File: config.mk
export PLATFORM = sky130hd
export DESIGN_NAME = operand_fetch_stage_flat
export DESIGN_NICKNAME = d
export VERILOG_FILES = /design/src/rtl/operand_fetch_stage_pkg.sv /design/src/rtl/operand_fetch_stage_if.sv /design/src/rtl/operand_fetch_stage_bypass_mux.sv /design/src/rtl/operand_fetch_stage.sv /design/src/flat_wrapper.sv
export SDC_FILE = /design/constraint.sdc
export NUM_CORES = 1
export LEC_CHECK = 0
export ABC_AREA = 1
export CAP_MARGIN = 10
export CORE_MARGIN = 4
export CORE_UTILIZATION = 35
export DETAILED_ROUTE_END_ITERATION = 7
export GPL_TIMING_DRIVEN = 1
export PLACE_DENSITY_LB_ADDON = 0.05
export RECOVER_POWER = 50
export SETUP_SLACK_MARGIN = 0.1
export SLEW_MARGIN = 25
export SYNTH_ARGS = -nofsm -noshare
export SYNTH_HDL_FRONTEND = slang
export SYNTH_SLANG_ARGS = --single-unit
File: constraint.sdc
create_clock -name CLK -period 3.2 [get_ports CLK]
set_clock_uncertainty 0.15 [all_clocks]
set_input_delay 0.96 -clock CLK [delete_from_list [all_inputs] [get_ports CLK]]
set_output_delay 0.96 -clock CLK [all_outputs]
set_load 0.02 [all_outputs]
File: src/rtl/operand_fetch_stage_pkg.sv
// rtl/operand_fetch_stage_pkg.sv - shared CPU constants, MD encodings and operand-fetch FSM states
// Purpose: widths, write-back mode encodings and state encoding shared by the
//          operand fetch stage, its interface and the bypass mux.
// Ports: none (package).
// Config: OF_BYPASS_EN selects whether ST_HOLD or ST_WAIT_EX/ST_WAIT_WB are used.
package operand_fetch_stage_pkg;

    localparam int REG_AW = 5;
    localparam int DATA_W = 32;

    localparam logic [1:0] MD_FUNC  = 2'd0;
    localparam logic [1:0] MD_DATA  = 2'd1;
    localparam logic [1:0] MD_NXORV = 2'd2;

    typedef enum logic [1:0] {
        ST_RUN     = 2'd0,
        ST_HOLD    = 2'd1,
        ST_WAIT_EX = 2'd2,
        ST_WAIT_WB = 2'd3
    } of_state_e;

    // A producer hits a source when it writes that register; r0 never hits.
    function automatic logic src_hit(input logic we, input logic [REG_AW-1:0] wa,
                                     input logic [REG_AW-1:0] ra);
        return we && (wa == ra) && (ra != '0);
    endfunction

endpackage

File: src/rtl/operand_fetch_stage_if.sv
// rtl/operand_fetch_stage_if.sv - bundle of decode, register-file, producer and result signals
// Purpose: groups every non-clock/reset signal of the operand fetch stage.
// Ports: slave = the stage (consumes decode/producer inputs, drives *_OUT and STALL);
//        master = the surrounding pipeline.
interface operand_fetch_stage_if;
    import operand_fetch_stage_pkg::*;

    logic              IR_VALID;
    logic              FLUSH;
    logic [REG_AW-1:0] AA;
    logic [REG_AW-1:0] BA;
    logic [REG_AW-1:0] DA;
    logic              RW;
    logic [1:0]        MD;
    logic [DATA_W-1:0] A_Data;
    logic [DATA_W-1:0] B_Data;
    logic              EX_RW;
    logic [REG_AW-1:0] EX_DA;
    logic [1:0]        EX_MD;
    logic [DATA_W-1:0] EX_FUNC_OUT;
    logic              RW_1;
    logic [REG_AW-1:0] DA_1;
    logic [DATA_W-1:0] Bus_D;
    logic [DATA_W-1:0] A_OUT;
    logic [DATA_W-1:0] B_OUT;
    logic [REG_AW-1:0] DA_OUT;
    logic              RW_OUT;
    logic [1:0]        MD_OUT;
    logic              VALID_OUT;
    logic              STALL;

    modport slave (
        input  IR_VALID, FLUSH, AA, BA, DA, RW, MD, A_Data, B_Data,
               EX_RW, EX_DA, EX_MD, EX_FUNC_OUT, RW_1, DA_1, Bus_D,
        output A_OUT, B_OUT, DA_OUT, RW_OUT, MD_OUT, VALID_OUT, STALL
    );

    modport master (
        output IR_VALID, FLUSH, AA, BA, DA, RW, MD, A_Data, B_Data,
               EX_RW, EX_DA, EX_MD, EX_FUNC_OUT, RW_1, DA_1, Bus_D,
        input  A_OUT, B_OUT, DA_OUT, RW_OUT, MD_OUT, VALID_OUT, STALL
    );

endinterface

File: src/rtl/operand_fetch_stage_bypass_mux.sv
// rtl/operand_fetch_stage_bypass_mux.sv - per-operand source selection (r0 / EX / WB / register file)
// Purpose: picks one operand value. Priority: address 0 -> 0; EX producer
//          (not a load) -> ex_data; WB producer -> wb_data; else rf_data.
// Ports: addr/rf_data = source address and register-file read data;
//        ex_* / wb_* = producer fields with per-stage forward enables; operand = result.
module operand_bypass_mux
    import operand_fetch_stage_pkg::*;
(
    input  logic [REG_AW-1:0] addr,
    input  logic [DATA_W-1:0] rf_data,
    input  logic              ex_fwd_en,
    input  logic              ex_rw,
    input  logic [REG_AW-1:0] ex_da,
    input  logic [1:0]        ex_md,
    input  logic [DATA_W-1:0] ex_data,
    input  logic              wb_fwd_en,
    input  logic              wb_rw,
    input  logic [REG_AW-1:0] wb_da,
    input  logic [DATA_W-1:0] wb_data,
    output logic [DATA_W-1:0] operand
);

    always_comb begin
        operand = rf_data;
        if (addr == '0) begin
            operand = '0;
        end else if (ex_fwd_en && src_hit(ex_rw, ex_da, addr) && (ex_md != MD_DATA)) begin
            // A load in EX has no data yet; that case is a hazard, not a forward.
            operand = ex_data;
        end else if (wb_fwd_en && src_hit(wb_rw, wb_da, addr)) begin
            operand = wb_data;
        end
    end

endmodule

File: src/rtl/operand_fetch_stage.sv
// rtl/operand_fetch_stage.sv - operand fetch pipeline stage with hazard stall and optional bypass
// Purpose: selects A/B operands, detects hazards, drives STALL and registers
//          operands plus destination fields into the next stage.
// Ports: CLK (rising edge), reset (sync, active-high), bus (operand_fetch_stage_if.slave).
// Config: `define OF_BYPASS_EN for EX/WB forwarding with one-cycle load-use HOLD;
//         otherwise operands come only from the register file and any producer
//         match stalls through the RUN/WAIT_EX/WAIT_WB sequence.
module operand_fetch_stage
    import operand_fetch_stage_pkg::*;
(
    input  logic                  CLK,
    input  logic                  reset,
    operand_fetch_stage_if.slave  bus
);

    of_state_e         state_q, state_d;
    logic [DATA_W-1:0] a_out_q, a_out_d;
    logic [DATA_W-1:0] b_out_q, b_out_d;
    logic [REG_AW-1:0] da_out_q, da_out_d;
    logic              rw_out_q, rw_out_d;
    logic [1:0]        md_out_q, md_out_d;
    logic              valid_out_q, valid_out_d;

    logic              stall_raw;
    logic              ex_fwd_en;
    logic              wb_fwd_en;
    logic [DATA_W-1:0] sel_a;
    logic [DATA_W-1:0] sel_b;

`ifdef OF_BYPASS_EN
    logic load_use;

    // While holding, the load has moved on to WB; EX now carries the bubble.
    assign ex_fwd_en = (state_q != ST_HOLD);
    assign wb_fwd_en = 1'b1;
    assign load_use  = bus.IR_VALID && bus.EX_RW && (bus.EX_MD == MD_DATA) &&
                       (src_hit(1'b1, bus.EX_DA, bus.AA) || src_hit(1'b1, bus.EX_DA, bus.BA));
`else
    logic ex_match;
    logic wb_match;

    assign ex_fwd_en = 1'b0;
    assign wb_fwd_en = 1'b0;
    assign ex_match  = bus.IR_VALID &&
                       (src_hit(bus.EX_RW, bus.EX_DA, bus.AA) || src_hit(bus.EX_RW, bus.EX_DA, bus.BA));
    assign wb_match  = bus.IR_VALID &&
                       (src_hit(bus.RW_1, bus.DA_1, bus.AA) || src_hit(bus.RW_1, bus.DA_1, bus.BA));
`endif

    operand_bypass_mux u_mux_a (
        .addr      (bus.AA),
        .rf_data   (bus.A_Data),
        .ex_fwd_en (ex_fwd_en),
        .ex_rw     (bus.EX_RW),
        .ex_da     (bus.EX_DA),
        .ex_md     (bus.EX_MD),
        .ex_data   (bus.EX_FUNC_OUT),
        .wb_fwd_en (wb_fwd_en),
        .wb_rw     (bus.RW_1),
        .wb_da     (bus.DA_1),
        .wb_data   (bus.Bus_D),
        .operand   (sel_a)
    );

    operand_bypass_mux u_mux_b (
        .addr      (bus.BA),
        .rf_data   (bus.B_Data),
        .ex_fwd_en (ex_fwd_en),
        .ex_rw     (bus.EX_RW),
        .ex_da     (bus.EX_DA),
        .ex_md     (bus.EX_MD),
        .ex_data   (bus.EX_FUNC_OUT),
        .wb_fwd_en (wb_fwd_en),
        .wb_rw     (bus.RW_1),
        .wb_da     (bus.DA_1),
        .wb_data   (bus.Bus_D),
        .operand   (sel_b)
    );

    always_comb begin
        state_d   = state_q;
        stall_raw = 1'b0;
`ifdef OF_BYPASS_EN
        if (state_q == ST_RUN) begin
            if (load_use) begin
                stall_raw = 1'b1;
                state_d   = ST_HOLD;
            end
        end else begin
            state_d = ST_RUN;
        end
`else
        // EX producer needs two cycles to land in the register file, WB one.
        // WAIT_WB is the cycle the written value first becomes readable.
        case (state_q)
            ST_RUN: begin
                if (ex_match) begin
                    stall_raw = 1'b1;
                    state_d   = ST_WAIT_EX;
                end else if (wb_match) begin
                    stall_raw = 1'b1;
                    state_d   = ST_WAIT_WB;
                end
            end
            ST_WAIT_EX: begin
                stall_raw = 1'b1;
                state_d   = ST_WAIT_WB;
            end
            default: state_d = ST_RUN;
        endcase
`endif
        if (bus.FLUSH) begin
            state_d = ST_RUN;
        end

        a_out_d     = a_out_q;
        b_out_d     = b_out_q;
        da_out_d    = da_out_q;
        rw_out_d    = rw_out_q;
        md_out_d    = md_out_q;
        valid_out_d = valid_out_q;
        if (bus.FLUSH || stall_raw) begin
            valid_out_d = 1'b0;
            rw_out_d    = 1'b0;
        end else begin
            a_out_d     = sel_a;
            b_out_d     = sel_b;
            da_out_d    = bus.DA;
            md_out_d    = bus.MD;
            valid_out_d = bus.IR_VALID;
            rw_out_d    = bus.RW && bus.IR_VALID;
        end
    end

    always_ff @(posedge CLK) begin
        if (reset) begin
            state_q     <= ST_RUN;
            a_out_q     <= '0;
            b_out_q     <= '0;
            da_out_q    <= '0;
            rw_out_q    <= 1'b0;
            md_out_q    <= '0;
            valid_out_q <= 1'b0;
        end else begin
            state_q     <= state_d;
            a_out_q     <= a_out_d;
            b_out_q     <= b_out_d;
            da_out_q    <= da_out_d;
            rw_out_q    <= rw_out_d;
            md_out_q    <= md_out_d;
            valid_out_q <= valid_out_d;
        end
    end

    assign bus.STALL     = stall_raw && !bus.FLUSH && !reset;
    assign bus.A_OUT     = a_out_q;
    assign bus.B_OUT     = b_out_q;
    assign bus.DA_OUT    = da_out_q;
    assign bus.RW_OUT    = rw_out_q;
    assign bus.MD_OUT    = md_out_q;
    assign bus.VALID_OUT = valid_out_q;

endmodule

File: src/flat_wrapper.sv
// flat-port wrapper written by rule: the top's interface ports become plain ports
module operand_fetch_stage_flat import operand_fetch_stage_pkg::*;
  (CLK, reset, bus_IR_VALID, bus_FLUSH, bus_AA, bus_BA, bus_DA, bus_RW, bus_MD, bus_A_Data, bus_B_Data, bus_EX_RW, bus_EX_DA, bus_EX_MD, bus_EX_FUNC_OUT, bus_RW_1, bus_DA_1, bus_Bus_D, bus_A_OUT, bus_B_OUT, bus_DA_OUT, bus_RW_OUT, bus_MD_OUT, bus_VALID_OUT, bus_STALL);
  operand_fetch_stage_if bus_i ();
  input  logic CLK;
  input  logic reset;
  input wire logic [$bits(bus_i.IR_VALID)-1:0] bus_IR_VALID;
  input wire logic [$bits(bus_i.FLUSH)-1:0] bus_FLUSH;
  input wire logic [$bits(bus_i.AA)-1:0] bus_AA;
  input wire logic [$bits(bus_i.BA)-1:0] bus_BA;
  input wire logic [$bits(bus_i.DA)-1:0] bus_DA;
  input wire logic [$bits(bus_i.RW)-1:0] bus_RW;
  input wire logic [$bits(bus_i.MD)-1:0] bus_MD;
  input wire logic [$bits(bus_i.A_Data)-1:0] bus_A_Data;
  input wire logic [$bits(bus_i.B_Data)-1:0] bus_B_Data;
  input wire logic [$bits(bus_i.EX_RW)-1:0] bus_EX_RW;
  input wire logic [$bits(bus_i.EX_DA)-1:0] bus_EX_DA;
  input wire logic [$bits(bus_i.EX_MD)-1:0] bus_EX_MD;
  input wire logic [$bits(bus_i.EX_FUNC_OUT)-1:0] bus_EX_FUNC_OUT;
  input wire logic [$bits(bus_i.RW_1)-1:0] bus_RW_1;
  input wire logic [$bits(bus_i.DA_1)-1:0] bus_DA_1;
  input wire logic [$bits(bus_i.Bus_D)-1:0] bus_Bus_D;
  output wire logic [$bits(bus_i.A_OUT)-1:0] bus_A_OUT;
  output wire logic [$bits(bus_i.B_OUT)-1:0] bus_B_OUT;
  output wire logic [$bits(bus_i.DA_OUT)-1:0] bus_DA_OUT;
  output wire logic [$bits(bus_i.RW_OUT)-1:0] bus_RW_OUT;
  output wire logic [$bits(bus_i.MD_OUT)-1:0] bus_MD_OUT;
  output wire logic [$bits(bus_i.VALID_OUT)-1:0] bus_VALID_OUT;
  output wire logic [$bits(bus_i.STALL)-1:0] bus_STALL;
  assign bus_i.IR_VALID = bus_IR_VALID;
  assign bus_i.FLUSH = bus_FLUSH;
  assign bus_i.AA = bus_AA;
  assign bus_i.BA = bus_BA;
  assign bus_i.DA = bus_DA;
  assign bus_i.RW = bus_RW;
  assign bus_i.MD = bus_MD;
  assign bus_i.A_Data = bus_A_Data;
  assign bus_i.B_Data = bus_B_Data;
  assign bus_i.EX_RW = bus_EX_RW;
  assign bus_i.EX_DA = bus_EX_DA;
  assign bus_i.EX_MD = bus_EX_MD;
  assign bus_i.EX_FUNC_OUT = bus_EX_FUNC_OUT;
  assign bus_i.RW_1 = bus_RW_1;
  assign bus_i.DA_1 = bus_DA_1;
  assign bus_i.Bus_D = bus_Bus_D;
  assign bus_A_OUT = bus_i.A_OUT;
  assign bus_B_OUT = bus_i.B_OUT;
  assign bus_DA_OUT = bus_i.DA_OUT;
  assign bus_RW_OUT = bus_i.RW_OUT;
  assign bus_MD_OUT = bus_i.MD_OUT;
  assign bus_VALID_OUT = bus_i.VALID_OUT;
  assign bus_STALL = bus_i.STALL;
  operand_fetch_stage u_core (.CLK(CLK), .reset(reset), .bus(bus_i));
endmodule
* Yosys cells after proc, flatten, opt, wreduce, memory -nomap -nowiden *
Index checks and enable logic that the tools add are counted.

operators by class
  eq/ne operators = 6
  muxes and demuxes = 8
  reductions and logical operators = 25

operators with widths
  kind                                            count
  2-to-1 mux 32 bit                               2
  equality test 5 bit                             4
  logical AND 1 bit                               13
  zero test 5 bit                                 2
  nonzero test 5 bit                              2
  2-to-1 mux 2 bit                                2
  one-hot mux 2 bit (2 select lines)              1
  OR reduction 2 bit                              2
  logical OR 1 bit                                3
  != test 3 x 1 -> 1 bit (second input constant)  1
  equality test 2 bit (second input constant)     1
  zero test 1 bit                                 2
  zero test 2 bit                                 1
  2-to-1 mux 1 bit                                2
  one-hot mux 1 bit (2 select lines)              1

word-level totals
  flip-flop bits (word level) = 75
  input bits = 164
  output and inout bits = 74
  logic and storage cells = 46

* Depth between registers and ports, before layout *
  word-level depth = 10
  gate-level depth with buffers = 15
  depth with buffers taken out = 14

* Cells and area by module *
A second synthesis with hierarchy kept.

unflattened totals
  cell total of the unflattened synthesis = 1273
  area, all modules = 7014.2 µm²

modules (own cells, without submodules)
  module               instances  cells an instance  area an instance (µm²)  sequential area each (µm²)
  operand_fetch_stage  1          573                3898.7                  1501.4
  operand_bypass_mux   2          350                1557.7                  0.0

* Least setup slack after synthesis *
OpenSTA, ideal clock, no wires.

  path kind = input-to-output
  start = input port bus_BA[4]
  end = output port bus_STALL
  data arrival time = 2.301 ns
  data required time = 2.090 ns
  path slack = -0.211 ns
  stages = 13
  buffers on the path = 2
  cell sequence = inv_1 > nand2_1 > nand2_1 > nand2_1 > nor2_1 > nand2_1 > nand2_1 > nand2_2 > nand3_1 > nand2_2 > buf_6 > buf_6 > nor3_1

between the ends
  longest elaborated chain between the ends = 10
  elaborated cells on any way between the ends = 16
  those cells by class = eq/ne: 2; mux: 3; reduce/logical: 11

ends and longest elaborated chain
  what                                  line                           RTL
  start, declared                       flat_wrapper.sv:10             input wire logic [$bits(bus_i.BA)-1:0] bus_BA;
  equality test 5 bit                   operand_fetch_stage_pkg.sv:25  return we && (wa == ra) && (ra != '0);
  logical AND 1 bit (2 in series)       operand_fetch_stage_pkg.sv:25
  logical OR 1 bit                      operand_fetch_stage.sv:47      (src_hit(bus.RW_1, bus.DA_1, bus.AA) || src_hit(bus.RW_1, bus.DA_1, bus.BA));
  logical AND 1 bit                     operand_fetch_stage.sv:46      assign wb_match = bus.IR_VALID &&
  2-to-1 mux 1 bit                      operand_fetch_stage.sv:100     end else if (wb_match) begin
  2-to-1 mux 1 bit *                    operand_fetch_stage.sv:97      if (ex_match) begin
  one-hot mux 1 bit (2 select lines) *  operand_fetch_stage.sv:95      case (state_q)
  logical AND 1 bit * (2 in series)     operand_fetch_stage.sv:155     assign bus.STALL = stall_raw && !bus.FLUSH && !reset;
  end, declared                         flat_wrapper.sv:29             output wire logic [$bits(bus_i.STALL)-1:0] bus_STALL;

Mark *: on every way between the ends. The rest lies on a longest branch, timed or not.

* Worst setup path after layout *
  start = input port bus_BA[0]
  end = output port bus_STALL

The elaborated chain is that of the path after synthesis.

==> run summary <==
Hold Violations, Final - 0
Worst setup SP type - primary input
Worst endpoint required time - 2.09 ns
DR vias/cell - 4.565
Mux cell area share after synthesis - 0%
Net Count, Synth - 736
Fin. max-slew vios - 0
Die footprint - 12440 µm²
Tightest Hold Check Type - reg2reg
Post-synth cell types - 21
Post-Synth Adder-Cell Area - 0%
Die Span Y - 111.5 µm
Deepest clock path buffer count - 2
Drc violations - 0
Met1 GRT Util - 21.14%
Largest family of logic cells by synthesized area - simple AND/OR/NAND/NOR gates
Layout cell share with drive strength beyond 1 - 10.03%
Sequential fraction of the synthesis area - 40.03%
GR Util met3 - 5.707%
Post-synthesis compound-gate area fraction - 9.073%
Fill count - 1046
Actual slew at the worst max-slew pin - 0.6351 ns
Total number of vias - 3990
Gr usage total - 16.79%
Upper clock frequency limit - 318.5 MHz
Synth area leader - dfxtp_1
Worst path arrival time - 2.03 ns
Post-synthesis simple-gate area fraction - 37.29%
Fin crit share - 98.10%
Lkg Pwr - 2.898 nW
Power per cell area - 420.3 nW/µm²
Clock Latency Late Sink - 0.34 ns
CTS Root Buffer Type - clkbuf_8
GR Util met2 - 26.82%
Seq. cell area - 1501 µm²
Initial drt markers - 229
Initial antenna violation count - 0
First-pass GRT wire length - 17390 µm
Post-Syn Area - 3751 µm²
Cells after Synth - 572
First drt pass iteration count - 4
# IOs - 238
Core ar. - 10370 µm²
Crit path max fanout - 3
DRT antenna net count - 0
XOR/XNOR share of the synthesized area - 3.502%
Total Power - 0.002441 W
Grt total ovfl - 0
Post-placement cell area - 5525 µm²
Peak VDD IR - 212.7 µV
Slew HR - 57.66%
Top cells by area, synth - dfxtp_1 (40%), nand2_1 (18%), nand3_1 (9.3%)
Antenna Cells - 0
DP HPWL - 7401 µm
Num Clock Sinks - 75
Layout Nets - 897
Max Cap Viol - 0
Crit. End Element - primary output
Final Setup Violations - 0
GRT Max-Usage Layer - met2
Area of the multi-input gates - 1924 µm²
Area grow syn2layout - 54.84%
RSZ-0062 raised after global routing - true
H-tree Lvls - 3
Post-layout minimum cycle time - 3.139 ns
Die X - 111.5 µm
TritonCTS clock tree - yes
Vias in the first global route - 3549
Initial Util - 36.17%
Yosys reg bits - 75
CTS buffer count - 9
GP Congestion - 0.7233
Post-route cell area - 5808 µm²
Detailed Route WL - 10700 µm
Core Rows - 37
Top cell type's share of synthesized area - 40.03%
Setup Crit Path Kind - in2out
Reg clk slew, reported paths - 0.08 ns
Syn_area_per_cell - 6.558 µm²
YS warnings - 0
Status - finished, final reports clean
Largest net degree at the start of global routing - 72
Avg WL per Cell - 12.24 µm
I/O Buffers - 171
==> worst paths after layout <==
| check | startpoint | end | slack [ns] | cells after the start |
|---|---|---|---|---|
| hold / removal | u_core.bus.MD_OUT[0] | u_core.bus.MD_OUT[0] | 0.33 | 2 |
| setup / recovery | bus_BA[0] | bus_STALL | 0.06 | 11 |
| setup reg to reg | u_core.state_q[1] | u_core.bus.A_OUT[8] | 1.14 | 8 |
| hold reg to reg | u_core.bus.MD_OUT[0] | u_core.bus.MD_OUT[0] | 0.33 | 2 |
==> power by group <==
group	internal, W	switching (W)	leakage, nW	total, W
registers	0.00101	0.0000347	0.623	0.00105
clock network	0.000365	0.000362	0.0901	0.000727
logic	0.000326	0.000342	2.18	0.000668
==> cell families (layout without fill, tap and decap cells) <==
group / count (synthesis) / after routing
compound gates: 68 / 68
xor+xnor: 15 / 15
buf+inv: 71 / 237
flops: 75 / 75
simple gates: 343 / 343
==> timing repair <==
item,CTS,global route
hold buffers,0,0
endpoints found under the setup margin,39,39
pin swaps,41,18
gates resized for setup,110,10
setup buffers,8,1
==> through the flow <==
| step | TNS [ns] | setup slack (ns) | cells | util, % | hold WS (ns) |
|---|---|---|---|---|---|
| 2_1_floorplan | 0 | 0.03958 | 572 | - | 0.3389 |
| 3_3_place_gp | -36.92 | -0.8485 | 849 | 53.28 | 0.3097 |
| 3_5_place_dp | -39.50 | -0.8939 | 849 | 53.28 | 0.3170 |
| 4_1_cts | 0 | 0.03268 | 873 | 55.67 | 0.3372 |
| 5_1_grt | -0.03906 | -0.03906 | 874 | 56.01 | 0.3541 |
| 6_report | 0 | 0.06067 | 874 | 56.01 | 0.3273 |
==> cell usage after synthesis, drive strengths merged <==
master and number:
xor2 4, a21oi 68, dfxtp 75, nor2 89, nor3 2, xnor2 11
buf 22, or2 2, nand2 178, inv 28, nor4 1, nor3b 1
nand3 70, clkbuf 21
==> cells in the final DEF, fill, tap and decap left out, types with 2 or more instances in the layout <==
| cell type | synthesis | routed |
|---|---|---|
| nand2_1 | 176 | 174 |
| nor2_1 | 87 | 85 |
| clkdlybuf4s50_1 | 0 | 78 |
| dfxtp_1 | 75 | 75 |
| dlygate4sd3_1 | 0 | 71 |
| nand3_1 | 70 | 69 |
| a21oi_1 | 68 | 68 |
| inv_1 | 27 | 24 |
| buf_4 | 0 | 16 |
| buf_6 | 11 | 10 |
| clkbuf_8 | 0 | 9 |
| buf_2 | 2 | 9 |
| xnor2_1 | 11 | 8 |
| nor2_2 | 2 | 4 |
| xor2_1 | 4 | 4 |
| buf_12 | 1 | 4 |
| xnor2_2 | 0 | 3 |
| nand2_2 | 2 | 3 |
| buf_8 | 1 | 3 |
| or2_1 | 2 | 2 |
| inv_4 | 0 | 2 |
| inv_2 | 1 | 2 |
| clkinvlp_4 | 0 | 2 |
| clkbuf_1 | 21 | 2 |
==> flip-flops by register name, summed over array words and instances (netlist names) <==
| register | cells |
|---|---|
| u_core.bus.DA_OUT | 5 |
| u_core.bus.RW_OUT | 1 |
| u_core.bus.B_OUT | 32 |
| u_core.bus.A_OUT | 32 |
| u_core.bus.VALID_OUT | 1 |
| u_core.state_q | 2 |
| u_core.bus.MD_OUT | 2 |
==> per-layer routing <==
metal / part of all wire (%) / vias up
met5: 0 / -
met4: 1.1 / 0
met3: 8.3 / 10
met2: 48 / 123
met1: 43 / 1732
li1: - / 2125
==> critical path: stages <==
cell and delay, ns:
buf_8 0.10, or2_1 0.23, nor2_2 0.15, nor2_1 0.06, nand2_1 0.06, nand2_1 0.06
nand2_2 0.07, nand3_2 0.08, nand2_4 0.09, nor3_4 0.04, buf_6 0.13
==> cell type report <==
cell class	count	area share, %
Multi-Input combinational cell	426	33.13
Timing Repair Buffer	193	32.85
Sequential cell	75	25.85
Tap cell	136	2.930
Clock buffer	11	2.262
Inverter	28	1.896
Clock inverter	5	1.077
Note: power is estimated with default switching activity, not from simulation.
